--- src/rtl/prog_ctr.sv ---
// Program counter for the custom-ISA core: idles after reset, launches to the
// next program base when Start falls, then increments or takes absolute branches.
module prog_ctr #(
  parameter int PC_W       = 10,
  parameter int NUM_PROGS  = 3,
  parameter int PROG0_BASE = 0,
  parameter int PROG1_BASE = 256,
  parameter int PROG2_BASE = 512,
  parameter int PROG3_BASE = 768
) (
  input  logic            Clk,
  input  logic            Reset,
  input  logic            Start,
  input  logic            BranchAbsEn,
  input  logic            ALU_flag,
  input  logic [PC_W-1:0] Target,
  output logic [PC_W-1:0] ProgCtr,
  output logic [1:0]      state_dbg
);

  typedef enum logic [1:0] {
    IDLE  = 2'd0,
    ARMED = 2'd1,
    RUN   = 2'd2
  } state_t;

  localparam logic [1:0] LAST_IDX = 2'(NUM_PROGS - 1);

  state_t          state_q, state_d;
  logic [PC_W-1:0] pc_q, pc_d;
  logic [1:0]      prog_idx_q, prog_idx_d;
  logic [PC_W-1:0] base_addr;

  always_comb begin
    case (prog_idx_q)
      2'd0:    base_addr = PC_W'(PROG0_BASE);
      2'd1:    base_addr = PC_W'(PROG1_BASE);
      2'd2:    base_addr = PC_W'(PROG2_BASE);
      default: base_addr = PC_W'(PROG3_BASE);
    endcase
  end

  // Launch happens on the first edge where Start is sampled low after ARMED.
  always_comb begin
    state_d    = state_q;
    pc_d       = pc_q;
    prog_idx_d = prog_idx_q;
    case (state_q)
      IDLE: begin
        if (Start) state_d = ARMED;
      end
      ARMED: begin
        if (!Start) begin
          pc_d       = base_addr;
          prog_idx_d = (prog_idx_q >= LAST_IDX) ? 2'd0 : prog_idx_q + 2'd1;
          state_d    = RUN;
        end
      end
      RUN: begin
        if (Start)                        state_d = ARMED;
        else if (BranchAbsEn && ALU_flag) pc_d    = Target;
        else                              pc_d    = pc_q + PC_W'(1);
      end
      default: state_d = IDLE;
    endcase
  end

  always_ff @(posedge Clk) begin
    if (Reset) begin
      state_q    <= IDLE;
      pc_q       <= '0;
      prog_idx_q <= 2'd0;
    end else begin
      state_q    <= state_d;
      pc_q       <= pc_d;
      prog_idx_q <= prog_idx_d;
    end
  end

  assign ProgCtr   = pc_q;
  assign state_dbg = state_q;

endmodule

--- config.mk ---
export PLATFORM = sky130hd
export DESIGN_NAME = prog_ctr
export DESIGN_NICKNAME = d
export VERILOG_FILES = /design/src/rtl/prog_ctr.sv
export SDC_FILE = /design/constraint.sdc
export NUM_CORES = 1
export LEC_CHECK = 0
export CAP_MARGIN = 20
export CORE_MARGIN = 1.5
export CORE_UTILIZATION = 41
export CTS_CLUSTER_DIAMETER = 120
export DETAILED_ROUTE_END_ITERATION = 16
export GPL_TIMING_DRIVEN = 0
export MAX_ROUTING_LAYER = met4
export PLACE_DENSITY_LB_ADDON = 0.08
export SYNTH_ARGS = -nofsm -noshare
export SYNTH_HDL_FRONTEND = slang
export SYNTH_SLANG_ARGS = --single-unit
--- constraint.sdc ---
create_clock -name Clk -period 1.4 [get_ports Clk]
set_clock_uncertainty 0.15 [all_clocks]
set_input_delay 0.35 -clock Clk [delete_from_list [all_inputs] [get_ports Clk]]
set_output_delay 0.35 -clock Clk [all_outputs]
set_load 0.01 [all_outputs]
# After elaboration in Yosys (flattened, before gate mapping)
# Index checks and enable logic that the tools add are counted.
# op_classes
bitwise,1
magnitude_cmp,1
n_addsub,2
n_reduce_logical,8
muxes,9
eq_ne,7
# ops
operator,count
2-to-1 mux 10 bit,3
case mux 10 bit (3 select lines),1
case mux 10 bit (2 select lines),1
"adder 10 x 1 -> 10 bit, second input constant",1
2-to-1 mux 2 bit,3
"equality test 2 x 1 -> 1 bit, second input constant",2
"equality test 2 bit, second input constant",2
logical NOT 2 bit,2
"inequality test 2 bit, second input constant",2
case mux 2 bit (2 select lines),1
AND reduction 2 bit,2
AND reduction 3 bit,1
"adder 2 x 1 -> 2 bit, second input constant",1
">= comparator 2 bit, second input constant",1
"inequality test 2 x 1 -> 1 bit, second input constant",1
nonzero test 2 bit,1
OR reduction 2 bit,1
logical AND 1 bit,1
NOT 1 bit,1
# word_totals
in_bits,15
out_inout_bits,12
wordCells,31
regBits,14

# Logic depth before layout (Yosys ltp)
# depth
word_depth,4
depth_mapped,7
mapped_depth_nobuf,6

# Worst setup path before layout
# No wires, ideal clock.
# synth_timing
path_type,register to register
start,register pc_q[2] (netlist: ProgCtr[2])
end,register pc_q[9] (netlist: ProgCtr[9])
slack_ns,-0.206
n_path_buf,0
arrival_ns,1.332
stages_incl_launch_ff,6
cell_sequence,dfxtp_1 -> and4_4 -> and4_4 -> and3_4 -> a2111oi_4 -> o22ai_1
# synth_via
elab_chain_cells,4
# synth_lines
item,line_no,source
from (decl),30,"logic [PC_W-1:0] pc_q, pc_d;"
from (signal assigned),75,pc_q <= pc_d;
adder 10 x 1 -> 10 bit,62,else pc_d = pc_q + PC_W'(1);
2-to-1 mux 10 bit,61,else if (BranchAbsEn && ALU_flag) pc_d = Target;
2-to-1 mux 10 bit,60,if (Start) state_d = ARMED;
case mux 10 bit (2 select lines),48,case (state_q)
# No other way between the ends. The select of a mux whose other input is x is not followed.
# A chain may end at the register's enable or synchronous reset.

# Worst setup path in the final report
# layout_timing
start,register pc_q[1] (netlist: ProgCtr[1])
end,register pc_q[9] (netlist: ProgCtr[9])
# Same word-level chain as after synthesis.

==> results summary <==
The maximum number of buffers from clock root to sink came out at 2. Counting the buffers created by CTS gives 3. The startpoint identified for the worst register-to-register timing path is ProgCtr[1].

The met3 usage is 0.04908. For flop-to-flop paths, the worst setup slack is -190 ps. The final routed DRC violation total is 0. TritonCTS built the clock tree. The number of search-and-repair iterations in the first detailed-routing pass came out at 4. The total standard cell area after synthesis is 880.8 um2.

Setup repair after global routing could not meet its margin everywhere. The mean routed wirelength per cell is 16.69 um. The peak ir drop on the vdd network is between 0.6 and 0.7 mV.

The proportion of synthesized flip-flops having asynchronous set or reset is 0. Entering global routing, the biggest net connects 11 pins. The final setup violation count came out at 10. The transition at the pin with the smallest max-transition slack came out at a little over 600 ps. The met2 demand-to-capacity share in global routing is 0.4527. The wire length of the first global-routing pass came out at 4864 um. The sort of element at the start of the critical path is a register.

The number of clock sinks is 14. The via count came out at 1113. The die is about 49 um wide.

The path class of the tightest hold or removal check is in2reg. The final wirelength is between 3000 and 4000 um. The overall track demand over capacity in global routing is 0.2747.

The routed via count divided by cell count is between 5 and 6. The initial DRC count came out at 35. STA puts the critical path data required time at between 1000 and 1500 ps. The internal portion of the total power is 0.6040 mW. The final HPWL from detailed placement came out at about 1700 um. In this run the power density over the cells is roughly 550 mW/mm2.

From bottom edge to top edge, the die measures between 40 and 50 um. The clock network power share came out at 0.302. After global routing, the most crowded layer is met2. The initial antenna violation count came to 0. The net count of the finished layout came out at 181.

For hold timing, the worst endpoint is state_dbg[0]. The number of port buffers came out at 25. The static leakage came out at between 0.5 and 0.6 nW. The area occupied by multi-input gates came out at just under 700 um2. The maximum fanout along the worst path is 5.

The tree is rooted in a clkbuf_4. The share of the yosys chip area belonging to registers came out at 0.3182. 27 I/O pins were placed. The sequential cell area in the final layout came out at ~320 um2. For the finished layout, the period the worst path requires is about 1600 ps. Counting every instance in the synthesized netlist gives approximately 110. At the later pin of the worst-skew pair, clock insertion delay measures about 300 ps. In the final layout, the share of cells above drive strength 1 is 0.4878.

The area growth from synthesis to final layout is 74.57%. Yosys printed 0 warnings. The final antenna-violating net count came out at 0.

The slack of the critical path is -186.5 ps. The number of synthesized register bits came out at 14. The area of the die is between 0.002 and 0.0025 mm2. The clock transition at the registers of the reported paths is approximately 100 ps.

The relative slew slack is 0.5959. The total design power came out at approximately 0.85 mW. Counting the fill cells in the layout gives between 150 and 200.

The met1 capacity usage during global routing is 0.3226. The effective utilization at floorplan is 0.4400. Routability-driven placement finished with a final weighted congestion of 0.8239.

In the finished design, the share of the clock period the worst path needs comes to 1.133. The synthesized net count came out at between 100 and 150. Hold repair after CTS inserted 0 buffers. The placeable core region came out at about 0.0020 mm2.

The reported net switching power is approximately 0.25 mW. For this run, the leading register cell type out of synthesis is dfxtp_1. STA puts the critical path data arrival time at around 1600 ps.

The final reports fail on negative setup slack. The final instance area is approximately 0.0015 mm2. The worst register-to-register path has a depth of 5.

In this run the cell area measured after placement is 0.001209 mm2. Summed over all layers, the global routing overflow is 0. The startpoint identified for the worst hold timing path is Start. The max-slew violation count is 0. The fraction of power spent switching nets is 0.2895. The number of hold violations in the final report is 0.

The sort of element at the end of the critical path is a register. The average size of a mapped cell came out at slightly below 8 um2. The number of synthesized flops with an enable pin came out at 0.

The via count of the first global-routing pass came out at slightly above 1000. The proportion of power drawn by combinational gates is 0.228. The instance count along the most critical hold path is 3. The synthesized netlist contains 33 unique library cells. The number of antenna cells inserted came out at 0.

Based on the critical path, the design can be clocked at up to 630.3 MHz. The flow ran to the end, but the final reports show violations. The count of placed standard cells including taps is between 150 and 200. The worst setup path is of the reg2reg kind.

The post-route non-filler standard cell count is about 190. Row generation in the floorplan step produced 16 rows. The number of levels the H-tree was split into is 1. The sequential share of power came out at 0.470. Across all hold checks on the routed design, the worst slack comes to roughly 240 ps.

The max-capacitance violation count came out at 0. The endpoint identified for the worst register-to-register timing path is ProgCtr[9].
==> timing repair <==
action | 4_1_cts | 5_1_grt
pin swaps | 10 | 14
buffers inserted | 11 | 12
setup endpoints to repair | 25 | 20
gates resized for setup | 78 | 25
hold endpoints to repair | 0 | 0
==> worst max-delay path, cell delays in order (launching register included) <==
cell	delay [ps]
dfxtp_4	370
and4_4	170
and4_4	150
and3_4	160
a2111oi_4	330
o22ai_1	130
==> power by group through the flow <==
| stage | clock network, mW | logic (mW) | registers (mW) |
|---|---|---|---|
| floorplan | 0 | 0.0786 | 0.420 |
| global placement | 0 | 0.146 | 0.419 |
| detailed placement | 0 | 0.147 | 0.420 |
| CTS | 0.256 | 0.171 | 0.402 |
| global route | 0.282 | 0.206 | 0.401 |
| finish | 0.257 | 0.194 | 0.400 |
==> synth_stat cells, types with 2 or more instances <==
master / count / area [um2]
a21o_1: 2 / 15.01
a21oi_1: 13 / 65.06
a22oi_1: 2 / 15.01
a2bb2oi_1: 3 / 26.28
and4_4: 2 / 22.52
buf_2: 2 / 10.01
clkbuf_1: 2 / 7.510
dfxtp_1: 14 / 280.3
inv_1: 3 / 11.26
nand2_1: 12 / 45.04
nand2b_1: 5 / 31.28
nand3_1: 4 / 20.02
nand3b_1: 2 / 15.01
nor2_1: 11 / 41.29
nor3_1: 5 / 25.02
nor3b_1: 3 / 22.52
o21ai_0: 12 / 60.06
==> layout make-up <==
type	count	share of cell area
tap	27	0.02197
multi-input combinational	91	0.4491
buffer	5	0.03336
timing repair buffer	47	0.2653
sequential	14	0.2059
inverter	3	0.007323
clock buffer	4	0.01709
==> stage by stage <==
stage	utilization	setup TNS (ps)	setup slack [ps]
2_1_floorplan	-	-161.4	-157.2
3_3_place_gp	0.6038	-5777	-511.9
3_5_place_dp	0.6038	-6102	-545.7
4_1_cts	0.7075	-378.2	-154.1
5_1_grt	0.7681	-1516	-220.0
6_report	0.7681	-937.6	-186.5
==> flip-flops by register name, indices dropped and copies added, names as in the netlist <==
name and cells:
prog_idx_q 2, ProgCtr 10, state_dbg 2
==> layer usage <==
metal	wire length, um	share of wire
met5	0	0
met4	164	0.051
met3	201	0.063
met2	1496	0.47
met1	1325	0.42
==> cell families (layout without fill, tap and decap cells) <==
group	Yosys count	in the layout	synth area share
DFF	14	14	0.3182
buffers and inverters	8	59	0.04546
and+or+nand+nor	50	50	0.3153
AOI/OAI and AO/OA	40	40	0.3068
adders and majority gates	1	1	0.01420
==> cells in the final DEF, fill, tap and decap left out, types with 2 or more instances in the layout <==
cell type        count
buf_4               15
nand2_1              9
o21ai_2              2
nand3_2              2
dfxtp_4              9
o21ai_0              5
nand3b_1             2
a21oi_2              4
dfxtp_1              3
clkbuf_4             3
a2bb2oi_1            3
clkbuf_2             2
nand2b_4             2
a21oi_1              9
buf_6               14
nand2_2              2
buf_2                5
nand2b_1             3
clkbuf_1             2
clkdlybuf4s50_1     10
a22oi_1              2
inv_1                3
nor3b_2              2
nor2_1              10
nor3_1               5
and4_4               2
dfxtp_2              2
dlygate4sd2_1        3
o21ai_1              5
==> worst max-delay path by stage <==
stage                 from         end  slack (ps)  cells past startpoint
3_5_place_dp   BranchAbsEn  ProgCtr[9]        -550                      6
4_1_cts         ProgCtr[3]  ProgCtr[9]        -150                      5
3_3_place_gp   BranchAbsEn  ProgCtr[9]        -510                      6
2_1_floorplan   ProgCtr[0]  ProgCtr[9]        -160                      5
5_1_grt         ProgCtr[1]  ProgCtr[9]        -220                      5
6_report        ProgCtr[1]  ProgCtr[9]        -190                      5
Power figures use the tool's default switching activity.
